$ cat src/rtl/vector_sequencer.sv
// Vector display command sequencer: a DEPTH-entry command FIFO feeding a jump/draw/frame-end
// strobe FSM with a post-strobe guard window. Define VECTOR_SEQ_OVF_EN to add a sticky overflow flag.
module vector_sequencer #(
   parameter int unsigned DEPTH = 16,
   parameter int unsigned GUARD = 2
) (
   input  logic                     clk,
   input  logic                     reset,
   input  logic                     wr_en,
   input  logic [25:0]              wr_data,
   output logic                     full,
   output logic [$clog2(DEPTH):0]   level,
   input  logic                     ready,
   output logic [11:0]              x,
   output logic [11:0]              y,
   output logic                     jump,
   output logic                     draw,
   output logic                     frame_done
`ifdef VECTOR_SEQ_OVF_EN
   ,
   output logic                     overflow
`endif
);

   localparam int unsigned AW = $clog2(DEPTH);
   localparam int unsigned GW = (GUARD > 1) ? $clog2(GUARD) : 1;
   localparam logic [GW-1:0] GuardLast = GW'((GUARD > 0) ? GUARD - 1 : 0);
   localparam logic [AW:0] FullCount = (AW + 1)'(DEPTH);

   localparam logic [1:0] OpJump  = 2'b00;
   localparam logic [1:0] OpDraw  = 2'b01;
   localparam logic [1:0] OpFrame = 2'b10;
   localparam logic [1:0] OpNop   = 2'b11;

   typedef enum logic [1:0] {
      StIdle,
      StIssue,
      StGuardWait,
      StReadyWait
   } state_e;

   state_e        state_q, state_d;
   logic [25:0]   mem [DEPTH];
   logic [AW-1:0] wptr_q, rptr_q;
   logic [AW:0]   count_q;
   logic [25:0]   rd_data;
   logic [1:0]    op_q;
   logic [11:0]   x_q, y_q;
   logic [GW-1:0] guard_cnt_q, guard_cnt_d;
   logic          empty, push, pop;

   assign empty   = (count_q == '0);
   assign full    = (count_q == FullCount);
   assign level   = count_q;
   assign rd_data = mem[rptr_q];
   assign x       = x_q;
   assign y       = y_q;

   // A full FIFO still takes a write when the same cycle frees a slot.
   assign push = wr_en && (!full || pop);

   always_comb begin
      state_d     = state_q;
      guard_cnt_d = guard_cnt_q;
      pop         = 1'b0;
      jump        = 1'b0;
      draw        = 1'b0;
      frame_done  = 1'b0;
      case (state_q)
         StIdle: begin
            if (!empty && ready) begin
               pop     = 1'b1;
               state_d = StIssue;
            end
         end
         StIssue: begin
            case (op_q)
               OpJump, OpDraw: begin
                  jump        = (op_q == OpJump);
                  draw        = (op_q == OpDraw);
                  guard_cnt_d = '0;
                  state_d     = (GUARD == 0) ? StReadyWait : StGuardWait;
               end
               OpFrame: begin
                  frame_done = 1'b1;
                  state_d    = StIdle;
               end
               default: state_d = StIdle;
            endcase
         end
         StGuardWait: begin
            if (guard_cnt_q == GuardLast) begin
               state_d = StReadyWait;
            end else begin
               guard_cnt_d = guard_cnt_q + GW'(1);
            end
         end
         StReadyWait: begin
            if (ready) begin
               state_d = StIdle;
            end
         end
         default: state_d = StIdle;
      endcase
      // Reset in the issue cycle kills the strobe immediately, not one cycle late.
      if (!reset) begin
         jump       = 1'b0;
         draw       = 1'b0;
         frame_done = 1'b0;
      end
   end

   always_ff @(posedge clk) begin
      if (push) begin
         mem[wptr_q] <= wr_data;
      end
   end

   always_ff @(posedge clk) begin
      if (!reset) begin
         state_q     <= StIdle;
         guard_cnt_q <= '0;
         wptr_q      <= '0;
         rptr_q      <= '0;
         count_q     <= '0;
         op_q        <= OpNop;
         x_q         <= '0;
         y_q         <= '0;
      end else begin
         state_q     <= state_d;
         guard_cnt_q <= guard_cnt_d;
         if (push) begin
            wptr_q <= wptr_q + AW'(1);
         end
         if (pop) begin
            rptr_q <= rptr_q + AW'(1);
            op_q   <= rd_data[25:24];
            // Coordinates only move for jump/draw; frame-end and nop keep the beam target.
            if (!rd_data[25]) begin
               x_q <= rd_data[23:12];
               y_q <= rd_data[11:0];
            end
         end
         case ({push, pop})
            2'b10:   count_q <= count_q + (AW + 1)'(1);
            2'b01:   count_q <= count_q - (AW + 1)'(1);
            default: count_q <= count_q;
         endcase
      end
   end

`ifdef VECTOR_SEQ_OVF_EN
   logic overflow_q;

   always_ff @(posedge clk) begin
      if (!reset) begin
         overflow_q <= 1'b0;
      end else if (wr_en && !push) begin
         overflow_q <= 1'b1;
      end
   end

   assign overflow = overflow_q;
`endif

endmodule

$ cat config.mk
export PLATFORM = sky130hd
export DESIGN_NAME = vector_sequencer
export DESIGN_NICKNAME = d
export VERILOG_FILES = /design/src/rtl/vector_sequencer.sv
export SDC_FILE = /design/constraint.sdc
export NUM_CORES = 1
export LEC_CHECK = 0
export ABC_AREA = 1
export BUFFER_PORTS_ARGS = -buffer_cell sky130_fd_sc_hd__buf_2
export CAP_MARGIN = 20
export CORE_MARGIN = 5
export CORE_UTILIZATION = 35
export CTS_CLUSTER_SIZE = 12
export DETAILED_ROUTE_END_ITERATION = 7
export GPL_TIMING_DRIVEN = 0
export PLACE_DENSITY = 0.48
export SETUP_SLACK_MARGIN = 0.15
export SKIP_LAST_GASP = 1
export SLEW_MARGIN = 20
export SYNTH_ARGS = -nofsm -noshare
export SYNTH_HDL_FRONTEND = slang
export SYNTH_SLANG_ARGS = --single-unit
$ cat constraint.sdc
create_clock -name clk -period 8.3 [get_ports clk]
set_input_delay 0.415 -clock clk [delete_from_list [all_inputs] [get_ports clk]]
set_output_delay 0.415 -clock clk [all_outputs]
set_load 0.03 [all_outputs]
## Yosys cells after proc, flatten, opt, wreduce, memory -nomap -nowiden

Memory sizes are Yosys's and may differ from the RTL's. A register that Yosys moved wholly into a read port is not among the register bits.
Cells that the tools add are included.

- Muxes and demuxes: 24
- Shift-type cells: 0
- $mul: 0
- Div/mod/pow operators: 0
- $add $sub $neg: 5
- Reduce and logical (&&, ||, !) cells: 14
- Bitwise operators: 1
- Equal/unequal tests: 12
- Order comparisons: 0

Operator list:

| kind | number |
|---|---|
| $mux W1 | 15 |
| $pmux W5 S2 | 1 |
| $add A4 B1 Y4 const B | 2 |
| $eq A2 B2 Y1 const B | 4 |
| $mux W2 | 4 |
| $mux W4 | 2 |
| $ne A2 B2 Y1 const B | 4 |
| $pmux W2 S4 | 1 |
| $eq A2 B1 Y1 const B | 3 |
| $add A5 B1 Y5 const B | 1 |
| $eq A5 B5 Y1 const B | 1 |
| $logic_not A5 Y1 | 1 |
| $sub A5 B1 Y5 const B | 1 |
| $logic_not A2 Y1 | 2 |
| $reduce_and A2 Y1 | 2 |
| $reduce_bool A2 Y1 | 2 |
| $reduce_and A3 Y1 | 1 |
| $logic_and A1 B1 Y1 | 2 |
| $logic_not A1 Y1 | 2 |
| $pmux W1 S2 | 1 |
| $reduce_or A2 Y1 | 1 |
| $add A1 B1 Y1 const B | 1 |
| $logic_or A1 B1 Y1 | 1 |
| $not A1 Y1 | 1 |

- Memory bits (writable): 416
- Bits in latches: 0
- Bits in read-only memories: 0
- Input bits: 30
- Register bits: 42
- Memories kept: 1
- Word-level logic and storage cells: 65

Memories:

| memory | words | bits a word | rd ports | clocked after Yosys merged registers in | write ports | line | RTL |
|---|---|---|---|---|---|---|---|
| mem | 16 | 26 | 1 | 1 | 1 | 43 | `logic [25:0] mem [DEPTH];` |

## Depth between registers and ports, before layout

Gate-level depths: netlist of run 1.

- Word-level depth: 9
- Depth in mapped cells: 13
- Depth with buffers taken out: 12

## Least setup slack after synthesis of run 1

No wires, ideal clock.

- Path kind: register to register
- Start point: register count_q[0] (netlist: level[0])
- End point: memory mem[11][0], enable pin
- Data arrival time: 2516 ps
- Setup time: 409 ps
- Stages on the path, launching flop included: 9
- Required time: 7891 ps
- Setup slack: 5375 ps
- Path through: dfxtp_1 -> nor2_1 -> nand4_1 -> inv_1 -> nand2_1 -> nand2_1 -> inv_1 -> nand2_1 -> nor2_1

- Elaborated cells on any way between the ends: 11
- Those cells by class: eq/ne: 1; mux: 4; reduce/logical: 6

RTL lines:

| item | line | RTL |
|---|---|---|
| from (decl) | 45 | `logic [AW:0] count_q;` |
| from (signal assigned) | 145 | `2'b10: count_q <= count_q + (AW + 1)'(1);` |
| from (signal assigned) | 146 | `2'b01: count_q <= count_q - (AW + 1)'(1);` |
| from (signal assigned) | 147 | `default: count_q <= count_q;` |
| $eq A5 B5 Y1 | 53 | `assign full = (count_q == FullCount);` |
| named net full | 11 | `output logic full,` |
| $logic_not A1 Y1 | 60 | `assign push = wr_en && (!full \|\| pop);` |
| $logic_or A1 B1 Y1 | 60 |  |
| $logic_and A1 B1 Y1 | 60 |  |
| $mux W1 | 114 | `if (push) begin` |
| $mux W1 (implied by the code) | 115 | `mem[wptr_q] <= wr_data;` |
| to (decl) | 43 |  |

The timed path passes the listed nets, and every way through them passes these cells.

## Final worst setup path of run 1

- Start point: register count_q[1] (netlist: level[1])
- End point: memory mem[6][13], enable pin

- Longest elaborated chain between the ends: 9
- Elaborated cells on any way between the ends: 11
- Those cells by class: eq/ne: 1; mux: 4; reduce/logical: 6

RTL lines:

| item | line | RTL |
|---|---|---|
| $logic_not A5 Y1 | 52 | `assign empty = (count_q == '0);` |
| $logic_not A1 Y1 | 71 | `if (!empty && ready) begin` |
| $logic_and A1 B1 Y1 | 71 |  |
| $mux W1 | 71 |  |
| $mux W1 | 69 | `case (state_q)` |
| $logic_or A1 B1 Y1 (*) | 60 |  |
| $logic_and A1 B1 Y1 (*) | 60 |  |
| $mux W1 (*) | 114 |  |
| $mux W1 (implied by the code) (*) | 115 |  |

Mark *: on every way between the ends. The rest lies on a longest branch, timed or not.

==> metrics.md, run 1 <==
| Metric | Value |
|---|---|
| Status | finished with violations |
| Failing checks | DRC |
| Leakage | 7.75 nW |
| Clock Path Buffers | 3 |
| Crit end category | flop |
| Number of global-route vias before repair | 12000 |
| CTS buffer count | 51 |
| Cell Rows | 84 |
| Via/cell ratio | 5.18 |
| Fin cells | 2453 |
| Clock sink count | 462 |
| Gr ovfl total | 0 |
| Fin crit period | 2.69 ns |
| Commonest non-fill, non-tap cells in the layout | edfxtp_1 (416), nor2_1 (412), o21ai_0 (152), nand2_1 (136), nand3_1 (115) |
| Maxcap violations | 0 |
| Full die area | 57800 µm² |
| Die Width | 240 µm |
| Clk Latency, worst-skew pair | 0.59 ns |
| Ys Warns | 0 |
| Hold path start | ready |
| Height of the die | 240 µm |
| Reg2Reg Setup Slack | 5.61 ns |
| Largest net degree at the start of global routing | 18 |
| Max Slew Vio Count | 0 |
| Iteration-0 DRC count of the detailed router | 1320 |
| Post-synthesis cell count | 1587 |
| # setup viols final | 0 |
| H-tree depth | 2 |
| Gr usage total | 20.3% |
| Io pins | 63 |
| Net count after synthesis | 1626 |
| Hold buffer count at CTS | 0 |
| Crit-path max FO | 15 |
| Avg Cell Area, Syn | 11.7 µm² |
| First-pass GRT wire length | 84.2 mm |
| Max Fclk | 372 MHz |
| Final Cycle Share | 32.4% |
| DR WL/cell | 24.2 µm |
| Share of layout cells above drive strength 1 | 13.4% |
| Initial antenna violation count | 0 |
| Startpoint Class | flop |
| Worst-Margin Slew | 1.14 ns |
| Core ar. | 52600 µm² |
| Max Clock Skew | 0.0168 ns |
| Root buffer cell | clkbuf_16 |
| Hold violation total from the final report | 0 |
| #FFs+latches synth | 462 |
| Placed cell count | 2358 |
| Slew margin rel. | 24.0% |
| Antenna Violating Nets Remaining | 0 |
| Initial core utilization | 35.3% |
| Critical R2R Launch | level[1]$_SDFFE_PN0P_ |
| Total Neg Setup Slack | 0 ns |
| Layout area overhead | 18.9% |
| Critical Path RT | 8.58 ns |
| Drt pass-1 iters | 8 |
| Crit. Startpoint | level[1]$_SDFFE_PN0P_ |
| RSZ-0062 raised after global routing | no |
| Synth Cell Area | 18600 µm² |
| Final #Nets | 1762 |
| Post-CTS Resized | 0 |
| Tot Pwr | 6.81 mW |
| Hold crit path type | in -> reg |
| DRC Markers | 5 |
| Max VDD drop | 0.147 mV |
| R2R Path End | mem[6][13]$_DFFE_PP_ |
| Routed WL | 59.4 mm |
| R2R depth | 9 |
| Power per standard cell area | 309 nW/µm² |
| Hold depth | 3 |
| GP Congestion | 0.790 |
| Hold Path End | state_q[0]$_SDFFE_PN0P_ |
| Inserted Diodes | 0 |
| I/O Buffers | 61 |
| Post-CTS Setup Bufs | 0 |
| Sequential-to-total area share from yosys stat | 72.2% |
| Vias after detailed routing | 12700 |
| Crit path kind | reg -> reg |
| CTS tree | yes |
| Post-DP HPWL | 38.7 mm |
| Critical path data arrival time | 2.97 ns |
| CTS clk-pin slew, worst paths | 0.06 ns |
| Commonest non-fill, non-tap cell in the layout | edfxtp_1 |
| Yosys cell types | 28 |
## critical path, cell delays in order (launching register included)
cell and delay [ns]:
dfxtp_1 0.45, inv_1 0.09, nand4_1 0.13, nand3_1 0.13, nand2_1 0.08, nand2_1 0.13
inv_1 0.16, nand2_1 0.25, nor2_4 0.68, buf_16 0.25
## per-layer routing
layer	wire [µm]	vias to the layer above	GRT usage (%)
met5	0	-	0
met2	28200	448	32.8
met4	1370	0	5.71
met3	3970	86	3.20
met1	25900	6308	28.6
li1	-	5853	-
## layout make-up
type,instances,area [µm²]
fill,4986,30500
sequential,462,13400
multi-input combinational,976,4520
clock buffer,76,1500
timing repair buffer,83,888
tap,688,861
buffer,94,549
inverter,55,206
clock inverter,19,140
## how the worst max path moves through the flow
stage | end | slack (ns) | cells after the start
2_1_floorplan | mem[11][0]$_DFFE_PP_ | 5.37 | 8
6_report | mem[6][13]$_DFFE_PP_ | 5.61 | 9
4_1_cts | mem[7][8]$_DFFE_PP_ | 5.55 | 9
3_3_place_gp | mem[7][15]$_DFFE_PP_ | 3.72 | 8
5_1_grt | mem[7][8]$_DFFE_PP_ | 5.37 | 9
3_5_place_dp | mem[7][10]$_DFFE_PP_ | 5.58 | 9
## synth_stat cells
cell type,n,area [µm²]
nor2_1,428,1610
buf_12,1,20.0
inv_1,50,188
nand3_2,1,10.0
a21oi_1,16,80.1
fa_1,1,20.0
nand2_1,136,510
a31oi_1,1,6.26
nor3_1,3,15.0
dfxtp_1,46,921
nand3_1,115,576
a211oi_1,1,7.51
o21ai_1,58,290
clkbuf_1,30,113
buf_2,30,150
clkinv_1,3,11.3
xor2_1,3,26.3
inv_2,2,7.51
ha_1,8,100
nand3b_1,1,7.51
o211ai_1,49,368
nand4_1,3,18.8
buf_8,1,15.0
buf_4,11,82.6
edfxtp_1,416,12500
o21ai_0,152,761
buf_1,9,33.8
buf_6,12,135
## per-stage QoR
step / worst slack, ns / hold slack [ns] / area (µm²) / utilization [%]
finish: 5.61 / 0.0945 / 22100 / 42.0
global route: 5.37 / 0.106 / 22100 / 42.0
CTS: 5.55 / 0.0622 / 22100 / 42.0
detailed placement: 5.58 / 0.452 / 20400 / 38.9
global placement: 3.72 / 0.455 / 19700 / 37.6
floorplan: 5.37 / 0.440 / 18600 / -
## state kept, by name, summed over array words and instances (netlist names), named ones only
register     flops
level            5
y               12
op_q             2
guard_cnt_q      1
state_q          1
x               12
mem            416
rptr_q           4
wptr_q           4
## logic make-up (layout without fill, tap and decap cells)
family	count (synthesis)	in the layout	share of synthesized area, %
fa+ha+maj	9	9	0.647
compound gates	277	277	8.15
buf+inv	149	327	4.07
xor+xnor	3	3	0.142
flops	462	462	72.2
simple gates	687	687	14.8
## power by group
| part | switching, mW | internal, mW |
|---|---|---|
| Clock | 0.927 | 1.28 |
| Combinational | 1.34 | 0.541 |
| Sequential | 0.0576 | 2.66 |
(Power assumes the default switching activity.)
==> run 2, diff against run 1 <==
Clock period 8.3 ns to 2.7 ns, I/O delays scaled along.
==> run 2 against run 1 <==
  * The run now ends clean
  * Largest cell class unchanged
  * Global-route usage up 0.12 points
  * First-iteration DRC count down 15%
  * Flip-flop and latch count did not move
  * Sequential power grew to 3.1 times the previous value
  * Core utilization up 0.76 points
==> metrics.md, run 2 (synthesis results as in run 1) <==
| Metric | Value |
|---|---|
| Reg2Reg Setup Slack | 0.34 ns |
| Tot Pwr | 20.7 mW |
| Inserted Diodes | 0 |
| Crit-path max FO | 11 |
| Share of layout cells above drive strength 1 | 13.6% |
| GP Congestion | 0.789 |
| Layout area overhead | 21.1% |
| Number of flip-flops in the largest register | 416 |
| Largest reg by FF count | mem |
| Final #Nets | 1809 |
| Fin crit period | 2.36 ns |
| Vias after detailed routing | 12900 |
| Pre-CTS setup slack | 0.00357 ns |
| I/O Buffers | 61 |
| CTS clk-pin slew, worst paths | 0.06 ns |
| Max Slew Vio Count | 0 |
| Critical path data arrival time | 2.66 ns |
| Crit-path most repeated cell | nand2_1 |
| H-tree depth | 2 |
| # setup viols final | 0 |
| CTS buffer count | 51 |
| Iteration-0 DRC count of the detailed router | 1120 |
| Final Cycle Share | 87.5% |
| Io pins | 63 |
| Gr ovfl total | 0 |
| CTS tree | yes |
| Fill count | 4973 |
| Clk Latency, worst-skew pair | 0.60 ns |
| Worst-Margin Slew | 1.24 ns |
| Critical Path RT | 3.00 ns |
| Clock sink count | 462 |
| Height of the die | 240 µm |
| Power per standard cell area | 923 nW/µm² |
| Initial antenna violation count | 0 |
| RSZ-0062 raised after global routing | yes |
| Commonest non-fill, non-tap cell in the layout | edfxtp_1 |
| Initial core utilization | 35.3% |
| Status | finished, final reports clean |
| Via/cell ratio | 5.14 |
| Antenna Violating Nets Remaining | 0 |
| Hold violation total from the final report | 0 |
| DRC Markers | 0 |
| Max VDD drop | 0.480 mV |
| Commonest non-fill, non-tap cells in the layout | edfxtp_1 (416), nor2_1 (411), o21ai_0 (152), nand2_1 (134), nand3_1 (115) |
| CP Cell Sequence | nor2_1 > nand4_1 > nand3_1 > nand2_1 > nand2_1 > inv_1 > nand2_1 > nor2_4 > buf_16 > buf_16 |
| Fin worst setup slack | 0.338 ns |
| Routed WL | 59.6 mm |
| Crit end category | flop |
| Gr usage total | 20.4% |
| Max incr delay on CP | 0.45 ns |
| Largest net degree at the start of global routing | 18 |
| Max Fclk | 423 MHz |
| Root buffer cell | clkbuf_16 |
| Post-DP HPWL | 38.4 mm |
| Placed cell count | 2355 |
| Core ar. | 52600 µm² |
| First-pass GRT wire length | 85.3 mm |
| Clock Path Buffers | 3 |
| DR WL/cell | 23.8 µm |
| Hold WS | 0.470 ns |
| Maxcap violations | 0 |
| Hold crit path type | in -> reg |
| Number of global-route vias before repair | 12400 |
| Max Clock Skew | 0.0114 ns |
| Fin cells | 2500 |
| Slew margin rel. | 17.6% |
| CP max stage cell | dfxtp_1 |
| Drt pass-1 iters | 5 |
| Die Width | 240 µm |
| Full die area | 57800 µm² |
| Cell Rows | 84 |
| Crit path kind | reg -> reg |
| Leakage | 7.91 nW |
| Startpoint Class | flop |
==> run 2: area by class of cell <==
class	instances	area, µm²	share of cell area, %
clock inverters	24	176	0.785
repair buffers	130	1360	6.04
clock buffers	71	1380	6.14
inverters	55	210	0.935
plain buffers	94	551	2.45
flip-flops and latches	462	13400	59.7
well taps	688	861	3.83
multi-input cells	976	4530	20.2
==> run 2: repair_timing <==
item,4_1_cts,5_1_grt
cloned,0,0
pin swaps,15,1
hold buffers,30,0
buffers inserted,18,2
resized for setup,1,4
setup endpoints to repair,206,35
endpoints found under the hold margin,425,0
==> run 2: worst max-delay path: cells and delay by family, from the launching register on <==
family	cells	cell delay (ns)
flip-flops	1	0.45
buffers and inverters	3	0.51
AND/OR/NAND/NOR	7	1.08
==> run 2: power breakdown <==
part	switching, mW	total [mW]	internal [mW]
Combinational	4.14	5.82	1.68
Sequential	0.173	8.35	8.18
Clock	2.81	6.57	3.76
Total	7.12	20.7	13.6
==> run 2: through the flow <==
stage	cell area [µm²]	utilization (%)	setup TNS, ns
5_1_grt	22500	42.8	0
2_1_floorplan	18600	-	-57.87
6_report	22500	42.8	0
3_3_place_gp	19800	37.6	-573.54
4_1_cts	22500	42.7	0
3_5_place_dp	20300	38.7	0
==> run 2: final timing paths <==
| check | cells after the start | endpoint | from |
|---|---|---|---|
| max | 10 | mem[5][13]$_DFFE_PP_ | level[0]$_SDFFE_PN0P_ |
| min | 2 | mem[7][9]$_DFFE_PP_ | wr_data[9] |
| max reg2reg | 10 | mem[5][13]$_DFFE_PP_ | level[0]$_SDFFE_PN0P_ |
| min reg2reg | 2 | guard_cnt_q$_SDFFE_PN0P_ | guard_cnt_q$_SDFFE_PN0P_ |
==> run 2: routing by layer <==
metal / GRT usage [%] / vias up / wire length (µm)
met2: 33.8 / 424 / 28200
met5: 0 / - / 0
met1: 28.1 / 6379 / 25700
met3: 2.79 / 110 / 3770
li1: - / 5939 / -
met4: 6.43 / 0 / 1870
